$ cat src/rtl/mac_rx_pkg.sv
// Shared types and helpers for the MAC RX read controller.
//   rx_state_e    : controller FSM states (IDLE, REQ, XFER, DESC)
//   ERR_OVERSIZE  : desc_err bit for an oversize/truncated frame
//   ERR_TIMEOUT   : desc_err bit for an idle-dv watchdog abort
//   ben_to_bytes  : EOP byte-enable code -> number of valid bytes (1..4)
package mac_rx_pkg;

  typedef enum logic [1:0] {
    IDLE = 2'd0,
    REQ  = 2'd1,
    XFER = 2'd2,
    DESC = 2'd3
  } rx_state_e;

  localparam int unsigned ERR_OVERSIZE = 0;
  localparam int unsigned ERR_TIMEOUT  = 1;

  // 00 encodes a full word; other codes are the byte count directly.
  function automatic logic [2:0] ben_to_bytes(input logic [1:0] ben);
    return (ben == 2'b00) ? 3'd4 : {1'b0, ben};
  endfunction

endpackage

$ cat src/rtl/mac_rx_desc_reg.sv
// Frame descriptor holding register with valid/ready handshake.
//   clk, rst      : clock, synchronous active-high reset
//   load_i        : capture base/len/err and raise desc_valid_o
//   base_i/len_i/err_i : descriptor fields to capture
//   desc_ready_i  : consumer accepts the descriptor
//   desc_valid_o, desc_base_o, desc_len_o, desc_err_o : held descriptor
//   desc_accept_o : handshake completes this cycle
//   frame_cnt_o   : number of descriptors accepted (wraps)
module mac_rx_desc_reg #(
  parameter int ADDR_W = 12
) (
  input  logic              clk,
  input  logic              rst,
  input  logic              load_i,
  input  logic [ADDR_W-1:0] base_i,
  input  logic [15:0]       len_i,
  input  logic [1:0]        err_i,
  input  logic              desc_ready_i,
  output logic              desc_valid_o,
  output logic [ADDR_W-1:0] desc_base_o,
  output logic [15:0]       desc_len_o,
  output logic [1:0]        desc_err_o,
  output logic              desc_accept_o,
  output logic [31:0]       frame_cnt_o
);

  assign desc_accept_o = desc_valid_o & desc_ready_i;

  always_ff @(posedge clk) begin
    if (rst) begin
      desc_valid_o <= 1'b0;
      desc_base_o  <= '0;
      desc_len_o   <= '0;
      desc_err_o   <= '0;
      frame_cnt_o  <= '0;
    end else begin
      if (load_i) begin
        desc_valid_o <= 1'b1;
        desc_base_o  <= base_i;
        desc_len_o   <= len_i;
        desc_err_o   <= err_i;
      end else if (desc_accept_o) begin
        // Fields stay as they were; only valid drops.
        desc_valid_o <= 1'b0;
        frame_cnt_o  <= frame_cnt_o + 32'd1;
      end
    end
  end

endmodule

$ cat src/rtl/mac_rx_read_ctrl.sv
// MAC RX client read sequencer: requests frames from the tri-mode MAC,
// writes framed words into a circular word-addressed buffer and issues one
// descriptor (base, byte length, error flags) per frame.
// Optional feature: define MAC_RX_TIMEOUT_EN to enable the idle-dv watchdog
// in XFER (aborts the frame after TIMEOUT_CYC dv-less cycles, err[1]).
// Ports:
//   mac_clk_i, mac_rst_i        : clock, synchronous active-high reset
//   mac_rxd_i, mac_ben_i        : RX word and EOP valid-byte code
//   mac_rxda_i                  : MAC has a frame available
//   mac_rxsop_i/eop_i/dv_i      : framing and data-valid qualifiers
//   mac_rxrqrd_o                : read request to the MAC
//   buf_free_i                  : free words in the buffer
//   buf_wr_en_o/addr_o/data_o   : registered buffer write port
//   desc_valid_o/ready_i        : descriptor handshake
//   desc_base_o/len_o/err_o     : descriptor fields
//   frame_cnt_o                 : descriptors issued (wraps)
//   drop_cnt_o                  : discarded words (saturating)
module mac_rx_read_ctrl
  import mac_rx_pkg::*;
#(
  parameter int ADDR_W      = 12,
  parameter int MAX_WORDS   = 380,
  parameter int TIMEOUT_CYC = 1024
) (
  input  logic              mac_clk_i,
  input  logic              mac_rst_i,
  input  logic [31:0]       mac_rxd_i,
  input  logic [1:0]        mac_ben_i,
  input  logic              mac_rxda_i,
  input  logic              mac_rxsop_i,
  input  logic              mac_rxeop_i,
  input  logic              mac_rxdv_i,
  output logic              mac_rxrqrd_o,
  input  logic [ADDR_W:0]   buf_free_i,
  output logic              buf_wr_en_o,
  output logic [ADDR_W-1:0] buf_wr_addr_o,
  output logic [31:0]       buf_wr_data_o,
  output logic              desc_valid_o,
  input  logic              desc_ready_i,
  output logic [ADDR_W-1:0] desc_base_o,
  output logic [15:0]       desc_len_o,
  output logic [1:0]        desc_err_o,
  output logic [31:0]       frame_cnt_o,
  output logic [15:0]       drop_cnt_o
);

  localparam int WC_W = $clog2(MAX_WORDS + 1);

  if (MAX_WORDS < 1 || MAX_WORDS > (1 << ADDR_W) || TIMEOUT_CYC < 1) begin : g_cfg_check
    $error("mac_rx_read_ctrl: invalid parameter combination");
  end

  rx_state_e         state_q, state_d;
  logic [ADDR_W-1:0] wr_ptr_q, base_q, wr_addr_q;
  logic [31:0]       wr_data_q;
  logic              wr_en_q;
  logic [WC_W-1:0]   word_cnt_q;
  logic              in_frame_q, oversize_q;
  logic [1:0]        eop_ben_q;
  logic [15:0]       drop_q;
  logic              load_q;
  logic              desc_accept;

  logic accept_word, word_full, store_word, over_drop, pre_sop_drop, eop_seen;
  logic timeout_hit, timeout_flag;
  logic [15:0] len_calc, cnt16;
  logic [1:0]  err_calc;

  // A word belongs to the frame once SOP has been seen; a later SOP is data.
  assign accept_word  = (state_q == XFER) && mac_rxdv_i && (in_frame_q || mac_rxsop_i);
  assign pre_sop_drop = (state_q == XFER) && mac_rxdv_i && !in_frame_q && !mac_rxsop_i;
  assign word_full    = (word_cnt_q == WC_W'(MAX_WORDS));
  assign store_word   = accept_word && !word_full;
  assign over_drop    = accept_word && word_full;
  assign eop_seen     = accept_word && mac_rxeop_i;

`ifdef MAC_RX_TIMEOUT_EN
  localparam int TO_W = $clog2(TIMEOUT_CYC + 1);
  logic [TO_W-1:0] idle_cnt_q;
  logic            timeout_q;

  assign timeout_hit  = (state_q == XFER) && !mac_rxdv_i &&
                        (idle_cnt_q == TO_W'(TIMEOUT_CYC - 1));
  assign timeout_flag = timeout_q;

  always_ff @(posedge mac_clk_i) begin
    if (mac_rst_i || state_q == REQ) begin
      idle_cnt_q <= '0;
      timeout_q  <= 1'b0;
    end else if (state_q == XFER) begin
      if (mac_rxdv_i) idle_cnt_q <= '0;
      else            idle_cnt_q <= idle_cnt_q + TO_W'(1);
      if (timeout_hit) timeout_q <= 1'b1;
    end
  end
`else
  assign timeout_hit  = 1'b0;
  assign timeout_flag = 1'b0;
`endif

  // State register
  always_ff @(posedge mac_clk_i) begin
    if (mac_rst_i) state_q <= IDLE;
    else           state_q <= state_d;
  end

  // Next-state logic
  always_comb begin
    state_d = state_q;
    unique case (state_q)
      IDLE: if (mac_rxda_i && buf_free_i >= (ADDR_W+1)'(MAX_WORDS)) state_d = REQ;
      REQ:  state_d = XFER;
      XFER: if (eop_seen || timeout_hit) state_d = DESC;
      DESC: if (desc_accept) state_d = IDLE;
      default: state_d = IDLE;
    endcase
  end

  // Output logic
  always_comb begin
    mac_rxrqrd_o = 1'b0;
    unique case (state_q)
      REQ, XFER: mac_rxrqrd_o = 1'b1;
      default:   mac_rxrqrd_o = 1'b0;
    endcase
  end

  // Datapath: write pipeline, frame accounting, drop counter
  always_ff @(posedge mac_clk_i) begin
    if (mac_rst_i) begin
      wr_ptr_q   <= '0;
      base_q     <= '0;
      wr_en_q    <= 1'b0;
      wr_addr_q  <= '0;
      wr_data_q  <= '0;
      word_cnt_q <= '0;
      in_frame_q <= 1'b0;
      oversize_q <= 1'b0;
      eop_ben_q  <= '0;
      drop_q     <= '0;
      load_q     <= 1'b0;
    end else begin
      wr_en_q <= store_word;
      if (store_word) begin
        wr_addr_q <= wr_ptr_q;
        wr_data_q <= mac_rxd_i;
        wr_ptr_q  <= wr_ptr_q + ADDR_W'(1);
      end
      // Descriptor is captured one cycle after entering DESC, i.e. in step
      // with the last buffer write becoming visible.
      load_q <= (state_q == XFER) && (state_d == DESC);

      if (state_q == REQ) begin
        base_q     <= wr_ptr_q;
        word_cnt_q <= '0;
        in_frame_q <= 1'b0;
        oversize_q <= 1'b0;
        eop_ben_q  <= '0;
      end else if (state_q == XFER) begin
        if (accept_word) in_frame_q <= 1'b1;
        if (store_word)  word_cnt_q <= word_cnt_q + WC_W'(1);
        if (over_drop)   oversize_q <= 1'b1;
        if (eop_seen)    eop_ben_q  <= mac_ben_i;
      end

      if ((pre_sop_drop || over_drop) && drop_q != '1) drop_q <= drop_q + 16'd1;
    end
  end

  always_comb begin
    cnt16 = 16'(word_cnt_q);
    if (timeout_flag)    len_calc = cnt16 << 2;
    else if (oversize_q) len_calc = 16'(MAX_WORDS * 4);
    else                 len_calc = ((cnt16 - 16'd1) << 2) + 16'(ben_to_bytes(eop_ben_q));
    err_calc               = '0;
    err_calc[ERR_OVERSIZE] = oversize_q;
    err_calc[ERR_TIMEOUT]  = timeout_flag;
  end

  mac_rx_desc_reg #(
    .ADDR_W (ADDR_W)
  ) u_desc_reg (
    .clk           (mac_clk_i),
    .rst           (mac_rst_i),
    .load_i        (load_q),
    .base_i        (base_q),
    .len_i         (len_calc),
    .err_i         (err_calc),
    .desc_ready_i  (desc_ready_i),
    .desc_valid_o  (desc_valid_o),
    .desc_base_o   (desc_base_o),
    .desc_len_o    (desc_len_o),
    .desc_err_o    (desc_err_o),
    .desc_accept_o (desc_accept),
    .frame_cnt_o   (frame_cnt_o)
  );

  assign buf_wr_en_o   = wr_en_q;
  assign buf_wr_addr_o = wr_addr_q;
  assign buf_wr_data_o = wr_data_q;
  assign drop_cnt_o    = drop_q;

endmodule

$ cat config.mk
export PLATFORM = sky130hd
export DESIGN_NAME = mac_rx_read_ctrl
export DESIGN_NICKNAME = d
export VERILOG_FILES = /design/src/rtl/mac_rx_pkg.sv /design/src/rtl/mac_rx_desc_reg.sv /design/src/rtl/mac_rx_read_ctrl.sv
export SDC_FILE = /design/constraint.sdc
export NUM_CORES = 1
export LEC_CHECK = 0
export ABC_CLOCK_PERIOD_IN_PS = 2600
export CAP_MARGIN = 30
export CORE_ASPECT_RATIO = 0.8
export CORE_MARGIN = 8
export CORE_UTILIZATION = 50
export CTS_CLUSTER_SIZE = 20
export DETAILED_ROUTE_END_ITERATION = 6
export PLACE_DENSITY = 0.81
export SYNTH_ARGS = -nofsm -noshare
export SYNTH_HDL_FRONTEND = slang
export SYNTH_HIERARCHICAL = 1
export SYNTH_SLANG_ARGS = --single-unit
$ cat constraint.sdc
create_clock -name mac_clk_i -period 2.6 [get_ports mac_clk_i]
set_input_delay 0.52 -clock mac_clk_i [delete_from_list [all_inputs] [get_ports mac_clk_i]]
set_output_delay 0.52 -clock mac_clk_i [all_outputs]
set_load 0.1 [all_outputs]
==> results of run 1 <==
-- logic make-up after synthesis --
family / Yosys count / share of synthesized area
other: 1 / 0.000507
xor gates and xnor gates: 50 / 0.0592
and+or+nand+nor: 370 / 0.250
DFF: 164 / 0.444
AOI/OAI and AO/OA: 126 / 0.101
adders and majority gates: 12 / 0.0203
muxes: 53 / 0.0727
buffers and inverters: 78 / 0.0526
-- worst max-delay path: stages (launching register included) --
cell,delay (ns)
dfxtp_1,0.33
inv_1,0.08
ha_1,0.34
inv_1,0.07
ha_1,0.21
o2111ai_1,0.19
a222oi_1,0.52
a21boi_1,0.21
mux2i_1,0.18
nor2_1,0.06
-- power groups by stage --
stage / combinational, mW / clock [mW] / sequential, mW
after floorplan: 0.164 / 0 / 2.61
after global placement: 0.322 / 0 / 2.58
after detailed placement: 0.326 / 0 / 2.58
after CTS: 0.328 / 2.58 / 2.53
after global routing: 0.352 / 2.70 / 2.53
final: 0.327 / 2.54 / 2.53
-- area by class of cell --
type,instances,share of cell area
inverters,20,0.00783
repair buffers,204,0.173
flip-flops and latches,164,0.343
multi-input cells,612,0.390
clock buffers,17,0.0444
diodes,1,0.000261
well taps,184,0.0240
clock inverters,15,0.0177
-- cells in the mapped netlist (2+ instances only) --
cell type / number
buf_2: 14
buf_1: 3
o2111ai_1: 2
dfxtp_1: 164
xnor2_1: 30
o22ai_1: 2
nor2b_1: 11
o31ai_1: 15
and4_1: 8
a21boi_0: 2
or3_1: 7
buf_6: 5
nand4_1: 22
o211ai_1: 3
a31oi_1: 3
a21oi_1: 74
o211a_1: 2
mux2i_1: 47
a21o_1: 3
nand3_1: 25
xor2_1: 20
and4b_1: 2
nand2_1: 121
nor3_1: 11
nor4_2: 2
or4_1: 18
mux2_2: 6
nor4_1: 12
nor2_1: 100
ha_1: 12
nand2b_1: 5
inv_1: 20
and3_1: 9
or2_2: 4
clkbuf_8: 3
and4_2: 2
clkbuf_1: 31
o21ai_0: 10
o21a_1: 2
-- state kept, by name, summed over array words and instances (netlist names) --
register / cells
wr_ptr_q: 12
buf_wr_data_o: 32
eop_ben_q: 2
u_desc_reg/desc_base_o: 12
in_frame_q: 1
u_desc_reg/desc_err_o: 2
buf_wr_addr_o: 12
u_desc_reg/desc_len_o: 16
buf_wr_en_o: 1
u_desc_reg/frame_cnt_o: 32
state_q: 2
u_desc_reg/desc_valid_o: 1
drop_cnt_o: 16
word_cnt_q: 9
load_q: 1
oversize_q: 1
base_q: 12
-- per-layer routing --
metal | wire (microns) | GRT usage
met2 | 8550 | 0.297
met4 | 258 | 0.0587
met1 | 9010 | 0.257
met3 | 1310 | 0.0666
met5 | 0 | 0
-- layout by cell type (no fill, tap or decap), types with 12 or more instances in the layout --
cell and n:
dfxtp_1 156, nor4_1 12, xor2_1 20, or4_1 18, nand3_1 25, ha_1 12
nand2_1 121, a21oi_1 73, o31ai_1 15, xnor2_1 30, nor2_1 100, clkdlybuf4s50_1 50
inv_1 20, clkbuf_16 17, nand4_1 22, buf_4 154, mux2i_1 47
-- worst paths after layout --
check,startpoint,to,slack [ns],depth (start not counted)
max,word_cnt_q[0],u_desc_reg/desc_len_o[14],0.30,9
min,buf_wr_data_o[7],buf_wr_data_o[7],0.45,2
min reg2reg,buf_wr_data_o[7],buf_wr_data_o[7],0.45,2
max reg2reg,word_cnt_q[0],u_desc_reg/desc_len_o[14],0.30,9
-- per-stage QoR --
step	hold slack [ns]	setup TNS (ns)
global placement	0.442	0
floorplan	0.442	0
CTS	0.456	0
finish	0.453	0
detailed placement	0.447	-0.0638
global route	0.476	0
==> flow_metrics.tcl, run 1 <==
set metrics [dict create \
    syn_area_per_cell_sq_um 8.66 \
    placed_area_sq_um 8990 \
    cts_resized 0 \
    finalHoldViolations 0 \
    setup_viol 0 \
    start_util 0.516 \
    final_max_slew_viol_count 0 \
    synth_cell_types 61 \
    drc_errors 0 \
    cts_buffers 17 \
    wire_per_inst_microns 15.7 \
    post_cts_buffers 0 \
    p_sw_frac 0.239 \
    rsz0062_at_grt "no" \
    grt_pass1_vias 6053 \
    antenna_found_initial 1 \
    crit_fanout 4 \
    period_minus_slack_ns 2.30 \
    intPower_mw 4.10 \
    drtIter0Drc 379 \
    switchingPower_mw 1.29 \
    pwr-share-clk 0.471 \
    fp.dieW_microns 152 \
    total_power_mw 5.39 \
    nets 1085 \
    synth_edf_count 0 \
    overflow 0 \
    synth_fp_nets 920 \
    grt_max_degree 59 \
    postSynthCellCount 854 \
    postCtsHoldBufs 0 \
    path_class "register to register" \
    nFillCells 1225 \
    die_h_microns 125 \
    synthTopCellsByArea "dfxtp_1 44%, mux2i_1 6.4%, nand2_1 6.1%" \
    dr_total_vias 6553 \
    dp.cells 1184 \
    yosysSeqAreaShare 0.444 \
    postLayoutCoreUtil 0.668 \
    firstDrtPassIters 5 \
    yosysWarningCount 6 \
    dp_slack_ns -0.0338 \
    root_buffer "clkbuf_16" \
    cts_buffer_depth 2 \
    maxSlewHeadroom 0.601 \
    die_area_sq_um 19000 \
    yosysTopAreaCellShare 0.444 \
    status "complete, no violations" \
    arrival_ns 2.61 \
    setup_slack_ns 0.297 \
    ff_latch_area_sq_um 3290 \
    fmax_mhz 434 \
    grt_pass1_wl_microns 31300 \
    portBuffers 176 \
    dpl.hpwl_microns 13700 \
    power_density_nw_per_um2 562 \
    drive_gt1_frac 0.210 \
    cts_max_level 4 \
    grtUsageTotal 0.196 \
    core_sq_um 14300 \
    worstPathRequired_ns 2.91 \
    final_cells 1217 \
    vdd_drop_max_v 0.000489 \
    critical_path.startpoint_type "register" \
    ys_async_sr_fraction 0 \
    multiInputGateArea_sq_um 3740 \
    finClkSkew_ns 0.0104 \
    hold_class "register to register" \
    wl_microns 19100 \
    cts_sinks 164 \
    synth_flop_cell "dfxtp_1" \
    ios 179 \
    fin_crit_sh 0.886 \
    clk_latency_ns 0.43 \
    place_congestion 0.865 \
    via_per_inst 5.38 \
    syn2layout_area_growth_pct 29.7 \
    seq_power_share 0.469 \
    syn_area_sq_um 7400 \
    yosys.area.top_type "dfxtp_1" \
    fin_area_sq_um 9590 \
    cts_tree "built" \
    rows 39 \
    clkTransAtPathRegs_ns 0.07 \
    power_leakage_nw 3.75 \
    ant_nets 0 \
    drv_cap 0 \
    end_kind "register" \
    tightestPinTransition_ns 0.598 \
    p_comb_frac 0.061 \
    synth_seq_cells 164 \
]
No activity file was read; power rests on OpenSTA's default activity.
==> run 2: changes to the inputs <==
Settings changed: CORE_ASPECT_RATIO 0.8 to 0.9, REMOVE_ABC_BUFFERS from default to 1.
==> flow_metrics.tcl, run 2 (synthesis results as in run 1) <==
set metrics [dict create \
    status "complete, no violations" \
    core_sq_um 14600 \
    grt_pass1_vias 6147 \
    place_congestion 0.870 \
    drive_gt1_frac 0.203 \
    fin_area_sq_um 9650 \
    postLayoutCoreUtil 0.661 \
    cts_max_level 4 \
    final_max_slew_viol_count 0 \
    die_area_sq_um 18900 \
    wire_per_inst_microns 15.2 \
    die_h_microns 131 \
    maxSlewHeadroom 0.570 \
    fin_crit_sh 0.918 \
    critical_path.startpoint_type "register" \
    fp.dieW_microns 144 \
    cts_buffers 17 \
    whs_path_depth 2 \
    rsz0062_at_grt "no" \
    start_util 0.506 \
    rr_worst_depth 9 \
    r2r_setup_slack_ns 0.21 \
    hold_class "register to register" \
    tightestPinTransition_ns 0.644 \
    drv_cap 0 \
    post_cts_buffers 0 \
    drc_errors 0 \
    worstPathRequired_ns 2.91 \
    min_from "buf_wr_addr_o[3]" \
    grtUsageTotal 0.197 \
    dpl.hpwl_microns 13200 \
    ant_nets 0 \
    postCtsHoldBufs 0 \
    nets 1090 \
    via_per_inst 5.32 \
    dr_total_vias 6568 \
    grt_max_degree 39 \
    placed_area_sq_um 9050 \
    end_kind "register" \
    path_class "register to register" \
    reg2reg_to "drop_cnt_o[9]" \
    setup_viol 0 \
    vdd_drop_max_v 0.000440 \
    rows 42 \
    arrival_ns 2.70 \
    overflow 0 \
    cts_tree "built" \
    mostFrequentLayoutCell "dfxtp_1" \
    cts_buffer_depth 2 \
    firstDrtPassIters 5 \
    wl_microns 18800 \
    cts_sinks 164 \
    fmax_mhz 419 \
    timing.rr.start "word_cnt_q[0]" \
    antennaDiodeCount 0 \
    period_minus_slack_ns 2.39 \
    antenna_found_initial 0 \
    final_cell_mix "163 x dfxtp_1, 158 x buf_4, 121 x nand2_1, 100 x nor2_1, 73 x a21oi_1" \
    whs_ns 0.454 \
    crit_fanout 12 \
    drtIter0Drc 420 \
    root_buffer "clkbuf_16" \
    syn2layout_area_growth_pct 30.5 \
    power_leakage_nw 3.76 \
    hold_path_end "buf_wr_addr_o[3]" \
    portBuffers 176 \
    clkTransAtPathRegs_ns 0.06 \
    ios 179 \
    clk_latency_ns 0.42 \
    power_density_nw_per_um2 563 \
    grt_pass1_wl_microns 30700 \
    finalHoldViolations 0 \
    finClkSkew_ns 0.00882 \
]
-- run 2: timing repair --
item                                    CTS  global route
gates resized for setup                   0             1
hold endpoints to repair                  0             0
endpoints found under the setup margin    0             1
-- run 2: where the power goes --
part	switching (mW)	internal, mW	leakage, nW
clock	1.02	1.55	0.291
sequential	0.00696	2.52	1.32
combinational	0.191	0.141	2.15
-- run 2: critical path: stages (launching register included) --
cell     delay, ns
dfxtp_1       0.33
inv_1         0.07
ha_1          0.22
buf_4         0.19
and4b_1       0.25
a21oi_1       0.47
buf_4         0.24
nor3_4        0.06
nand4_1       0.13
mux2_2        0.33
-- run 2: final cells by class --
cell class / instances / area, sq um
clock buffer: 22 / 454
inverter: 20 / 75.1
fill: 1253 / 4960
sequential: 164 / 3280
tap: 198 / 248
timing repair buffer: 209 / 1710
clock inverter: 10 / 149
multi-input combinational: 612 / 3740
-- run 2: how the worst max path moves through the flow --
stage	slack, ns	end	cells past startpoint	start
final	0.21	drop_cnt_o[9]	9	word_cnt_q[0]
after floorplan	-1.37	word_cnt_q[6]	7	word_cnt_q[0]
after detailed placement	0.01	u_desc_reg/frame_cnt_o[21]	6	desc_ready_i
after global placement	0.04	u_desc_reg/frame_cnt_o[31]	6	desc_ready_i
after CTS	0.20	u_desc_reg/desc_len_o[12]	9	word_cnt_q[0]
after global routing	0.07	drop_cnt_o[9]	9	word_cnt_q[0]
-- run 2: per-stage QoR --
step           std cells  power, mW  worst slack [ns]  setup TNS (ns)
3_3_place_gp        1203       2.91            0.0351               0
5_1_grt             1235       5.61            0.0672               0
6_report            1235       5.43             0.212               0
2_1_floorplan        796       2.74             -1.37          -66.84
3_5_place_dp        1203       2.92            0.0131               0
4_1_cts             1235       5.48             0.198               0
-- run 2: per-layer routing --
layer / share of wire / vias to the layer above / global-route usage
met2: 0.49 / 156 / 0.327
li1: - / 3306 / -
met4: 0.0061 / 0 / 0.0474
met1: 0.44 / 3096 / 0.244
met5: 0 / - / 0
met3: 0.066 / 10 / 0.0619
==> run 3: changes to the inputs <==
Settings changed: HOLD_SLACK_MARGIN from default to 0.03.
==> results of run 3 <==
Same layout as run 2: the final DEF is identical, and so are final timing and power.
